==> src/rtl/rgb_pkg.sv <==
// Shared definitions for the RGB colour-fade sequencer: FSM state encoding,
// default duty width, step handling and the per-channel ramp arithmetic.
package rgb_pkg;

    // Default duty width; the top-level DUTY_W parameter must match this
    // value because the step function below is sized from it.
    localparam int DUTY_W = 8;

    // Width of the step field carried by a colour command.
    localparam int STEP_W = 4;

    // A requested step of zero ramps at this rate instead.
    localparam logic [STEP_W-1:0] STEP_ZERO_AS = 4'd1;

    // Sequencer states.
    typedef enum logic [1:0] {
        ST_IDLE = 2'd0,
        ST_FADE = 2'd1,
        ST_HOLD = 2'd2
    } fade_state_e;

    // Move one channel a single tick toward its target. If the remaining
    // distance fits within the step, land exactly on the target; otherwise
    // move by the full step in the direction of the target. Because the
    // step never exceeds the distance in the second case, the result can
    // neither overshoot nor wrap.
    function automatic logic [DUTY_W-1:0] step_toward(
        input logic [DUTY_W-1:0] cur,
        input logic [DUTY_W-1:0] tgt,
        input logic [STEP_W-1:0] step
    );
        logic signed [DUTY_W:0] diff;
        logic        [DUTY_W:0] mag;
        logic        [DUTY_W:0] step_ext;
        logic        [DUTY_W-1:0] nxt;
        diff     = $signed({1'b0, tgt}) - $signed({1'b0, cur});
        mag      = diff[DUTY_W] ? $unsigned(-diff) : $unsigned(diff);
        step_ext = {{(DUTY_W + 1 - STEP_W){1'b0}}, step};
        if (mag <= step_ext) begin
            nxt = tgt;
        end else if (diff[DUTY_W]) begin
            nxt = cur - step_ext[DUTY_W-1:0];
        end else begin
            nxt = cur + step_ext[DUTY_W-1:0];
        end
        return nxt;
    endfunction

endpackage

==> src/rtl/rgb_fade_tick.sv <==
// Fade-rate prescaler: counts 0..TICK_DIV-1 and raises a one-cycle tick
// while the count sits at its final value. A synchronous clear restarts
// the count so the first tick lands exactly TICK_DIV cycles later.
module rgb_fade_tick
    import rgb_pkg::*;
#(
    parameter int TICK_DIV = 65536
) (
    input  logic clk_i,
    input  logic rst_i,
    input  logic clr_i,
    output logic tick_o
);

    localparam int CNT_W = (TICK_DIV > 2) ? $clog2(TICK_DIV) : 1;
    localparam logic [CNT_W-1:0] CNT_MAX = CNT_W'(TICK_DIV - 1);

    logic [CNT_W-1:0] count_q;
    logic [CNT_W-1:0] count_d;
    logic             tick_q;
    logic             tick_d;

    // Next count: clear on request, wrap at the top, otherwise increment.
    always_comb begin
        count_d = count_q;
        if (clr_i) begin
            count_d = {CNT_W{1'b0}};
        end else if (count_q == CNT_MAX) begin
            count_d = {CNT_W{1'b0}};
        end else begin
            count_d = count_q + {{(CNT_W - 1){1'b0}}, 1'b1};
        end
        tick_d = (count_d == CNT_MAX);
    end

    // Count and registered tick flag with synchronous reset.
    always_ff @(posedge clk_i) begin
        if (rst_i) begin
            count_q <= {CNT_W{1'b0}};
            tick_q  <= 1'b0;
        end else begin
            count_q <= count_d;
            tick_q  <= tick_d;
        end
    end

    assign tick_o = tick_q;

endmodule

==> src/rtl/rgb_fade_ctrl.sv <==
// Colour-fade sequencer: accepts one colour command at a time, ramps the
// three duty registers toward the target once per prescaler tick, holds
// for the requested number of ticks and then flags completion.
module rgb_fade_ctrl
    import rgb_pkg::*;
#(
    parameter int TICK_DIV = 65536,
    parameter int DUTY_W   = rgb_pkg::DUTY_W,
    parameter int HOLD_W   = 8
) (
    input  logic              clk_24MHz_i,
    input  logic              rst_i,
    input  logic              cmd_valid_i,
    output logic              cmd_ready_o,
    input  logic [DUTY_W-1:0] cmd_r_i,
    input  logic [DUTY_W-1:0] cmd_g_i,
    input  logic [DUTY_W-1:0] cmd_b_i,
    input  logic [3:0]        cmd_step_i,
    input  logic [HOLD_W-1:0] cmd_hold_i,
    input  logic              abort_i,
    output logic [DUTY_W-1:0] duty_r_o,
    output logic [DUTY_W-1:0] duty_g_o,
    output logic [DUTY_W-1:0] duty_b_o,
    output logic              busy_o,
    output logic              done_o
);

    fade_state_e       state_q, state_d;
    logic [DUTY_W-1:0] duty_r_q, duty_r_d;
    logic [DUTY_W-1:0] duty_g_q, duty_g_d;
    logic [DUTY_W-1:0] duty_b_q, duty_b_d;
    logic [DUTY_W-1:0] tgt_r_q, tgt_r_d;
    logic [DUTY_W-1:0] tgt_g_q, tgt_g_d;
    logic [DUTY_W-1:0] tgt_b_q, tgt_b_d;
    logic [3:0]        step_q, step_d;
    logic [HOLD_W-1:0] hold_q, hold_d;
    logic [HOLD_W-1:0] hold_cnt_q, hold_cnt_d;
    logic              fin_q, fin_d;
    logic              done_q, done_d;
    logic              busy_q, busy_d;

    logic              ready_s;
    logic              accept_s;
    logic              tick_s;
    logic [DUTY_W-1:0] nxt_r_s;
    logic [DUTY_W-1:0] nxt_g_s;
    logic [DUTY_W-1:0] nxt_b_s;
    logic              all_at_tgt_s;

    // A command is only taken while idle, and never in a cycle that is
    // being reset or aborted.
    assign ready_s     = (state_q == ST_IDLE) & ~rst_i & ~abort_i;
    assign accept_s    = cmd_valid_i & ready_s;
    assign cmd_ready_o = ready_s;

    rgb_fade_tick #(
        .TICK_DIV (TICK_DIV)
    ) u_tick (
        .clk_i  (clk_24MHz_i),
        .rst_i  (rst_i),
        .clr_i  (accept_s),
        .tick_o (tick_s)
    );

    // Candidate duties for the next tick and the "fade complete" test.
    assign nxt_r_s      = step_toward(duty_r_q, tgt_r_q, step_q);
    assign nxt_g_s      = step_toward(duty_g_q, tgt_g_q, step_q);
    assign nxt_b_s      = step_toward(duty_b_q, tgt_b_q, step_q);
    assign all_at_tgt_s = (nxt_r_s == tgt_r_q) & (nxt_g_s == tgt_g_q) &
                          (nxt_b_s == tgt_b_q);

    // State register and all datapath flops, synchronous reset.
    always_ff @(posedge clk_24MHz_i) begin
        if (rst_i) begin
            state_q    <= ST_IDLE;
            duty_r_q   <= {DUTY_W{1'b0}};
            duty_g_q   <= {DUTY_W{1'b0}};
            duty_b_q   <= {DUTY_W{1'b0}};
            tgt_r_q    <= {DUTY_W{1'b0}};
            tgt_g_q    <= {DUTY_W{1'b0}};
            tgt_b_q    <= {DUTY_W{1'b0}};
            step_q     <= 4'd0;
            hold_q     <= {HOLD_W{1'b0}};
            hold_cnt_q <= {HOLD_W{1'b0}};
            fin_q      <= 1'b0;
            done_q     <= 1'b0;
            busy_q     <= 1'b0;
        end else begin
            state_q    <= state_d;
            duty_r_q   <= duty_r_d;
            duty_g_q   <= duty_g_d;
            duty_b_q   <= duty_b_d;
            tgt_r_q    <= tgt_r_d;
            tgt_g_q    <= tgt_g_d;
            tgt_b_q    <= tgt_b_d;
            step_q     <= step_d;
            hold_q     <= hold_d;
            hold_cnt_q <= hold_cnt_d;
            fin_q      <= fin_d;
            done_q     <= done_d;
            busy_q     <= busy_d;
        end
    end

    // Next-state logic; abort overrides every transition.
    always_comb begin
        state_d = state_q;
        if (abort_i) begin
            state_d = ST_IDLE;
        end else begin
            case (state_q)
                ST_IDLE: begin
                    if (accept_s) begin
                        state_d = ST_FADE;
                    end else begin
                        state_d = ST_IDLE;
                    end
                end
                ST_FADE: begin
                    if (tick_s && all_at_tgt_s) begin
                        if (hold_q == {HOLD_W{1'b0}}) begin
                            state_d = ST_IDLE;
                        end else begin
                            state_d = ST_HOLD;
                        end
                    end else begin
                        state_d = ST_FADE;
                    end
                end
                ST_HOLD: begin
                    if (tick_s && (hold_cnt_q == {{(HOLD_W - 1){1'b0}}, 1'b1})) begin
                        state_d = ST_IDLE;
                    end else begin
                        state_d = ST_HOLD;
                    end
                end
                default: begin
                    state_d = ST_IDLE;
                end
            endcase
        end
    end

    // Datapath updates: command latch, per-tick ramp and hold countdown.
    // An abort leaves every register untouched, freezing the duties.
    always_comb begin
        duty_r_d   = duty_r_q;
        duty_g_d   = duty_g_q;
        duty_b_d   = duty_b_q;
        tgt_r_d    = tgt_r_q;
        tgt_g_d    = tgt_g_q;
        tgt_b_d    = tgt_b_q;
        step_d     = step_q;
        hold_d     = hold_q;
        hold_cnt_d = hold_cnt_q;
        if (abort_i) begin
            hold_cnt_d = hold_cnt_q;
        end else begin
            case (state_q)
                ST_IDLE: begin
                    if (accept_s) begin
                        tgt_r_d = cmd_r_i;
                        tgt_g_d = cmd_g_i;
                        tgt_b_d = cmd_b_i;
                        step_d  = (cmd_step_i == 4'd0) ? STEP_ZERO_AS : cmd_step_i;
                        hold_d  = cmd_hold_i;
                    end else begin
                        step_d = step_q;
                    end
                end
                ST_FADE: begin
                    if (tick_s) begin
                        duty_r_d = nxt_r_s;
                        duty_g_d = nxt_g_s;
                        duty_b_d = nxt_b_s;
                        if (all_at_tgt_s) begin
                            hold_cnt_d = hold_q;
                        end else begin
                            hold_cnt_d = hold_cnt_q;
                        end
                    end else begin
                        hold_cnt_d = hold_cnt_q;
                    end
                end
                ST_HOLD: begin
                    if (tick_s) begin
                        hold_cnt_d = hold_cnt_q - {{(HOLD_W - 1){1'b0}}, 1'b1};
                    end else begin
                        hold_cnt_d = hold_cnt_q;
                    end
                end
                default: begin
                    hold_cnt_d = hold_cnt_q;
                end
            endcase
        end
    end

    // Status outputs: busy follows the state one cycle late, completion is
    // remembered for one cycle and then pulsed on done, so the pulse lands
    // in the first cycle where busy is already low.
    always_comb begin
        fin_d  = (state_q != ST_IDLE) && (state_d == ST_IDLE) && !abort_i;
        done_d = fin_q && !abort_i;
        busy_d = (state_q != ST_IDLE) && !abort_i;
    end

    assign duty_r_o = duty_r_q;
    assign duty_g_o = duty_g_q;
    assign duty_b_o = duty_b_q;
    assign busy_o   = busy_q;
    assign done_o   = done_q;

endmodule

==> config.mk <==
export PLATFORM = sky130hd
export DESIGN_NAME = rgb_fade_ctrl
export DESIGN_NICKNAME = d
export VERILOG_FILES = /design/src/rtl/rgb_pkg.sv /design/src/rtl/rgb_fade_tick.sv /design/src/rtl/rgb_fade_ctrl.sv
export SDC_FILE = /design/constraint.sdc
export NUM_CORES = 1
export LEC_CHECK = 0
export CAP_MARGIN = 0
export CELL_PAD_IN_SITES_DETAIL_PLACEMENT = 2
export CELL_PAD_IN_SITES_GLOBAL_PLACEMENT = 2
export CORE_ASPECT_RATIO = 2
export CORE_UTILIZATION = 23
export DETAILED_ROUTE_END_ITERATION = 8
export GPL_TIMING_DRIVEN = 1
export PLACE_DENSITY = 0.62
export SLEW_MARGIN = 20
export SYNTH_ARGS = -nofsm -noshare
export SYNTH_HDL_FRONTEND = slang
export SYNTH_SLANG_ARGS = --single-unit
export TNS_END_PERCENT = 100
==> constraint.sdc <==
create_clock -name clk_24MHz_i -period 9.3 [get_ports clk_24MHz_i]
set_clock_uncertainty 0.2 [all_clocks]
set_input_delay 2.325 -clock clk_24MHz_i [delete_from_list [all_inputs] [get_ports clk_24MHz_i]]
set_output_delay 2.325 -clock clk_24MHz_i [all_outputs]
set_load 0.01 [all_outputs]
# After elaboration in Yosys (flattened, before gate mapping)

Cells that the tools add are included.

Add/subtract/negate cells: 14
Magnitude comparators: 3
Equality and inequality tests: 11
Mux-type cells: 22
Bitwise logic cells: 7
Reduce and logical (&&, ||, !) cells: 16

Operator list:

| operator              | count |
|---|---|
| $mux 8                | 9 |
| $eq 16x16->1 const B  | 2 |
| $mux 16               | 2 |
| $le 9x4->1            | 3 |
| $mux 9                | 3 |
| $neg 9->9             | 3 |
| $sub 8x8->9           | 3 |
| $add 8x4->8           | 3 |
| $eq 8x8->1            | 3 |
| $sub 8x4->8           | 3 |
| $add 16x1->16 const B | 1 |
| $pmux 8 s2            | 1 |
| $eq 8x1->1 const B    | 1 |
| $logic_not 8->1       | 1 |
| $mux 2                | 4 |
| $sub 8x1->8 const B   | 1 |
| $logic_and 1x1->1     | 6 |
| $pmux 2 s3            | 1 |
| $reduce_and 3->1      | 2 |
| $and 1x1->1           | 5 |
| $reduce_and 5->1      | 1 |
| $logic_not 2->1       | 2 |
| $logic_not 4->1       | 1 |
| $mux 4                | 1 |
| 8 further kinds       | 11 |

Bits in registers: 90
Input port bits: 40
Output and inout bits: 27

# Depth between registers and ports, before layout

Gate-level depths: netlist of run 1.

Depth after elaboration: 15
Mapped depth: 21

# Hierarchy

Synthesis of run 1 repeated with hierarchy kept, for this count alone.

Cells, all modules: 955
Area total of the unflattened synthesis: 7398.3 µm²

Modules (own cells, without submodules):

| module        | instances | cells an instance | area each (µm²) | sequential area each (µm²) |
|---|---|---|---|---|
| rgb_fade_ctrl | 1         | 855               | 6528.8          | 1461.4 |
| rgb_fade_tick | 1         | 100               | 869.6           | 340.3 |

# Least setup slack after synthesis of run 1

No wires, ideal clock.

Path kind: input -> output
Start point: input port abort_i
End point: output port cmd_ready_o
Arrival: 2.879 ns
Slack: 3.896 ns
Stages: 1
Cell sequence: nor4_1

Longest elaborated chain between the ends: 2

RTL lines:

| element                    | line                | source |
|---|---|---|
| start, declared            | rgb_fade_ctrl.sv:20 | `input logic abort_i,` |
| $not 1->1 (no source line) | -                   |  |
| $and 1x1->1                | rgb_fade_ctrl.sv:52 | `assign ready_s = (state_q == ST_IDLE) & ~rst_i & ~abort_i;` |
| end, declared              | rgb_fade_ctrl.sv:14 | `output logic cmd_ready_o,` |

Every way passes these cells.

# Final worst setup path of run 1

Ends and elaborated chain as after synthesis.

==> impl_metrics.py, run 1 <==
metrics = {
    "setup_path": {
        "worstReg2RegStart": "tgt_g_q[0]",
        "endpoint_kind": "primary output",
        "worst_path_max_delay_cell": "clkdlybuf4s50_1",
        "arrival_ns": 3.95,
        "rr_worst_depth": 16,
        "cp_max_fo": 7,
        "start_kind": "primary input",
        "crit_top_cell": "clkdlybuf4s50_1",
        "rr_endpoint": "hold_cnt_q[7]",
        "max_stage_delay_ns": 0.62,
        "ff2ff_setup_slack_ns": 3.56,
        "crit_family": "buffers and inverters",
        "required_ns": 6.78,
        "worstSetupPathType": "in2out",
        "path_buf_inv": 2,
        "path_cells": "clkdlybuf4s50_1 > nor4_1 > clkdlybuf4s50_1",
    },
    "logic_synthesis": {
        "yosysUniqueCellTypes": 76,
        "synthTopCellsByCount": "nand2_1 (124), dfxtp_1 (90), nor2_1 (89)",
        "syn-cell-area_um2": 7320,
        "synth_top_cell_by_area": "dfxtp_1",
        "synth_edf_count": 0,
        "synth_top_family_by_area": "simple AND/OR/NAND/NOR gates",
        "synthXorXnorAreaFrac": 0.09675,
        "synthMuxAreaShare": 0.03043,
        "syn_area_per_cell_um2": 7.721,
        "yosys_warnings": 0,
        "seq_area_frac_synth": 0.2462,
        "netlist.area_leader.share": 0.2462,
        "async_flop_share": 0,
        "syn_inst": 948,
        "syn_nets": 1059,
        "synth.most_common_cell": "nand2_1",
        "synthSimpleGateAreaFrac": 0.2328,
        "synth_area_leaders": "dfxtp_1 (25%), ha_1 (11%), nand2_1 (6.4%), a21oi_1 (6.0%), xnor2_1 (4.8%)",
        "ys.flop_type": "dfxtp_1",
        "synth-compound-area-share": 0.2193,
        "ys_seq_elements": 90,
        "yosys.area_share.adder": 0.1275,
    },
    "clock_tree": {
        "htreeDepth": 3,
        "worstSkewPairLatency_ns": 0.37,
        "numCtsBuffers": 9,
        "post_cts_buffers": 0,
        "cts.clk_slew.worst_paths_ns": 0.07,
        "cts_tree": "done",
        "cts_resized": 0,
        "hold_buffers": 0,
        "cts.sinks": 90,
        "clockRootBuffer": "clkbuf_16",
        "clk_path_buf_depth": 2,
    },
    "detailed_routing": {
        "drtIter0Drc": 211,
        "num_vias": 7082,
        "viasPerCell": 5.001,
        "drtPass1Iterations": 4,
        "wl_per_cell_um": 19.03,
        "post-route-drc-count": 0,
        "ant_nets": 0,
        "routed_wl_mm": 26.94,
    },
    "power_and_ir_drop": {
        "vdd_drop_max_mv": 0.07879,
        "power_frac_seq": 0.344,
        "switching_share": 0.3583,
        "internal-power_w": 0.0007482,
        "p_clk_frac": 0.315,
        "power_frac_comb": 0.340,
        "p_leak_nw": 3.222,
        "p_total_w": 0.001166,
        "p_switching_w": 0.0004178,
        "p_per_area_nw_per_um2": 134.5,
    },
    "min_path": {
        "worstHoldPathCells": 1,
        "hp-class": "reg2reg",
        "holdPathEnd": "done_o",
        "hp-start": "fin_q",
    },
    "global_routing": {
        "grt_pass1_vias": 7873,
        "grt_pass1_wl_mm": 42.48,
        "grt_usage": 0.1730,
        "antenna_found_initial": 1,
        "grt_max_degree": 85,
        "overflow": 0,
    },
    "place": {
        "dp_hpwl_mm": 21.38,
        "place_worst_setup_slack_ns": 2.824,
        "portBuffers": 66,
        "gp_congestion": 0.8071,
        "placed_cell_area_um2": 8392,
    },
    "floorplan": {
        "die_h_um": 254.3,
        "die_w_um": 128.1,
        "ios": 67,
        "num_rows": 92,
        "core_um2": 31430,
        "dieArea_um2": 32580,
        "start_util": 0.2329,
    },
    "sta": {
        "final_hold_viol_count": 0,
        "layout_min_cycle_time_ns": 6.475,
        "setup_slack_ns": 2.825,
        "rsz0062_at_grt": "false",
        "finalCritPeriodShare": 0.6962,
        "setup_viol": 0,
        "max_freq_mhz": 154.4,
        "slew_headroom": 0.3489,
        "worst_pin_slew_ns": 0.9722,
        "drv_slew": 0,
        "setup_tns_ns": 0,
    },
    "layout": {
        "nFillCells": 3751,
        "antenna_cells": 0,
        "synthToLayoutAreaGrowth_pct": 18.46,
        "drive_gt1_frac": 0.03927,
        "utilization": 0.2759,
        "final_area_um2": 8671,
        "fin_nets": 1099,
    },
    "run_status": {
        "status": "finished, final reports clean",
    },
    "job": {
        "maxCapViolations": 0,
    },
}
[per-layer routing]
layer | GRT usage | wire length [um] | share of wire | vias up
met2 | 0.3640 | 15870 | 0.59 | 81
met1 | 0.1585 | 9547 | 0.35 | 3499
met3 | 0.02245 | 496 | 0.018 | 41
li1 | - | - | - | 3459
met4 | 0.07630 | 1019 | 0.038 | 2
met5 | 0 | 13 | 0.00048 | -
[registers in the layout, summed over array words and instances, names as in the netlist, 2 cells and up]
name and cells:
duty_b_o 8, hold_cnt_q 8, tgt_r_q 8, step_q 4
duty_g_o 8, u_tick.count_q 16, hold_q 8, tgt_g_q 8
tgt_b_q 8, duty_r_o 8, state_q 2
[cell families (layout without fill, tap and decap cells)]
kind of cell | after synthesis | after routing
DFF | 90 | 90
muxes | 22 | 22
AOI/OAI and AO/OA | 241 | 241
adders and majority gates | 71 | 71
and+or+nand+nor | 358 | 358
xor gates and xnor gates | 76 | 76
buffers and inverters | 90 | 135
[placed cells by master (no fill, tap or decap), drive strengths merged, types with 4 or more instances in the layout]
cell type      count
a211o              5
a211oi            28
a21o              11
a21oi             89
a31oi              8
and2               8
and3               8
buf                6
clkbuf            10
clkdlybuf4s50     65
dfxtp             90
fa                 6
ha                65
inv               50
mux2i             20
nand2            124
nand2b            18
nand3             22
nand3b             7
nand4             12
nor2              90
nor2b             13
nor3              23
nor4               9
o2111a             5
o211ai             8
o21a              10
o21ai             29
o31ai              6
o32ai              4
or2                5
or3                6
or4                5
xnor2             40
xor2              33
[power by group through the flow]
stage               logic [W]  registers, W  clock network [W]
detailed placement   0.000403      0.000411                  0
global route         0.000440      0.000402           0.000398
finish               0.000397      0.000401           0.000368
floorplan            0.000287      0.000406                  0
CTS                  0.000406      0.000402           0.000388
global placement     0.000397      0.000411                  0
[stage by stage]
stage	instances	hold slack [ns]
2_1_floorplan	948	0.2373
3_3_place_gp	1400	0.2614
3_5_place_dp	1400	0.2604
4_1_cts	1416	0.2789
5_1_grt	1416	0.3025
6_report	1416	0.2767
[final cells by class]
cell class,count,area [um2],area share
tap,423,529.3,0.06104
timing repair buffer,71,693.2,0.07994
sequential,90,1802,0.2078
clock inverter,6,50.05,0.005772
multi-input combinational,768,5187,0.5983
clock buffer,10,229.0,0.02641
inverter,48,180.2,0.02078
[worst max-delay path by stage]
stage,from,end,depth (start not counted)
6_report,abort_i,cmd_ready_o,3
5_1_grt,abort_i,cmd_ready_o,3
4_1_cts,abort_i,cmd_ready_o,3
3_5_place_dp,abort_i,cmd_ready_o,3
3_3_place_gp,abort_i,cmd_ready_o,3
2_1_floorplan,abort_i,cmd_ready_o,1
Power figures use the tool's default switching activity.
==> run 2: changes to the inputs <==
==> constraint.sdc (replaced) <==
create_clock -name clk_24MHz_i -period 6.6 [get_ports clk_24MHz_i]
set_clock_uncertainty 0.2 [all_clocks]
set_input_delay 1.65 -clock clk_24MHz_i [delete_from_list [all_inputs] [get_ports clk_24MHz_i]]
set_output_delay 1.65 -clock clk_24MHz_i [all_outputs]
set_load 0.01 [all_outputs]
==> run 2 against run 1 <==
  * Combinational power rose by 44%
  * Non-clock buffer count rose by 3
  * Sequential power rose by 41%
  * Critical path depth rose by 15
  * Largest cell class unchanged
==> impl_metrics.py, run 2 (same netlist as run 1, synthesis figures left out) <==
metrics = {
    "setup_path": {
        "start_kind": "register",
        "arrival_ns": 5.53,
        "endpoint_kind": "register",
        "worstSetupPathType": "reg2reg",
        "cp_max_fo": 4,
        "required_ns": 6.70,
    },
    "layout": {
        "drive_gt1_frac": 0.04317,
        "largest-register": "u_tick.count_q",
        "final_cell_mix": "nand2_1 (124), dfxtp_1 (90), nor2_1 (89)",
        "utilization": 0.2780,
        "nFillCells": 3722,
        "largest_register_ff_count": 16,
        "stdcell_count": 1419,
        "mostFrequentLayoutCell": "nand2_1",
        "antenna_cells": 0,
        "fin_nets": 1102,
        "synthToLayoutAreaGrowth_pct": 19.33,
    },
    "sta": {
        "slew_headroom": 0.3261,
        "final_hold_viol_count": 0,
        "max_freq_mhz": 184.2,
        "layout_min_cycle_time_ns": 5.428,
        "drv_slew": 0,
        "setup_viol": 0,
        "rsz0062_at_grt": "false",
        "setup_tns_ns": 0,
        "finalCritPeriodShare": 0.8224,
        "worst_pin_slew_ns": 1.008,
    },
    "clock_tree": {
        "cts_resized": 0,
        "hold_buffers": 0,
        "post_cts_buffers": 0,
        "numCtsBuffers": 9,
        "worstSkewPairLatency_ns": 0.38,
        "clockRootBuffer": "clkbuf_16",
        "cts.clk_slew.worst_paths_ns": 0.08,
        "htreeDepth": 3,
        "cts_tree": "done",
        "clk_path_buf_depth": 2,
        "cts.sinks": 90,
    },
    "floorplan": {
        "ios": 67,
        "core_um2": 31430,
        "start_util": 0.2329,
        "die_w_um": 128.1,
        "die_h_um": 254.3,
        "num_rows": 92,
        "dieArea_um2": 32580,
    },
    "global_routing": {
        "grt_pass1_wl_mm": 44.98,
        "grt_usage": 0.1829,
        "grt_max_degree": 84,
        "grt_pass1_vias": 8079,
        "antenna_found_initial": 0,
        "overflow": 0,
    },
    "power_and_ir_drop": {
        "p_leak_nw": 3.259,
        "vdd_drop_max_mv": 0.1367,
        "p_per_area_nw_per_um2": 197.1,
    },
    "job": {
        "maxCapViolations": 0,
    },
    "detailed_routing": {
        "drtPass1Iterations": 4,
        "wl_per_cell_um": 19.87,
        "routed_wl_mm": 28.20,
        "viasPerCell": 5.057,
        "ant_nets": 0,
        "num_vias": 7176,
        "post-route-drc-count": 0,
        "drtIter0Drc": 117,
    },
    "place": {
        "dp_hpwl_mm": 22.66,
        "portBuffers": 66,
        "gp_congestion": 0.8253,
        "placedCellCount": 1403,
    },
    "min_path": {
        "hp-class": "reg2reg",
    },
    "run_status": {
        "status": "finished, final reports clean",
    },
}
## run 2: cell types whose count changed in the layout (fill, tap and decap cells not counted), sizes merged
cell	before	now
inv	50	51
clkbuf	10	9
bufinv	0	1
buf	6	9
clkinvlp	1	0
## run 2: critical path: stages, from the launching register on
cell,delay [ns]
dfxtp_1,0.42
inv_1,0.07
ha_1,0.24
fa_1,0.46
nand2b_1,0.21
a21bo_1,0.20
a31o_1,0.31
nor2_1,0.15
xnor2_1,0.20
ha_1,0.33
nor2_1,0.14
a211oi_1,0.08
or3_1,0.31
a21oi_1,0.25
xnor3_1,0.44
or4_4,0.56
and2_4,0.20
or4b_4,0.51
o211ai_2,0.07
## run 2: power breakdown
group	switching [W]	internal [W]	total, W
Sequential	0.0000140	0.000552	0.000566
Combinational	0.000328	0.000243	0.000571
Clock	0.000279	0.000306	0.000585
## run 2: through the flow
step | hold WS (ns) | instance area (um2) | worst slack (ns) | power [W]
6_report | 0.2800 | 8735 | 1.172 | 0.001722
3_3_place_gp | 0.2603 | 8414 | 1.247 | 0.001153
4_1_cts | 0.2831 | 8735 | 1.087 | 0.001759
3_5_place_dp | 0.2613 | 8414 | 1.128 | 0.001158
2_1_floorplan | 0.2373 | 7320 | 1.555 | 0.0009765
5_1_grt | 0.3014 | 8735 | 0.7756 | 0.001822
## run 2: final cells by class
class / count / area [um2] / area share
clock buffer: 9 / 225.2 / 0.02578
clock inverter: 7 / 95.09 / 0.01089
inverter: 48 / 180.2 / 0.02063
multi-input combinational: 768 / 5187 / 0.5939
sequential: 90 / 1802 / 0.2063
tap: 423 / 529.3 / 0.06059
timing repair buffer: 74 / 715.7 / 0.08194
## run 2: routing by layer
layer  share of wire  vias up  routed length (um)  global-route usage
met4           0.028        0                 802             0.07193
met2            0.61       84               17170              0.3938
li1                -     3459                   -                   -
met3           0.020       39                 565             0.02349
met1            0.34     3594                9662              0.1638
met5               0        -                   0                   0
## run 2: worst paths after layout
| kind | startpoint | to | slack (ns) | cells past startpoint |
|---|---|---|---|---|
| max | tgt_g_q[0] | hold_cnt_q[0] | 1.17 | 18 |
| min reg2reg | hold_q[6] | hold_q[6] | 0.28 | 2 |
| min | hold_q[6] | hold_q[6] | 0.28 | 2 |
| max reg2reg | tgt_g_q[0] | hold_cnt_q[0] | 1.17 | 18 |
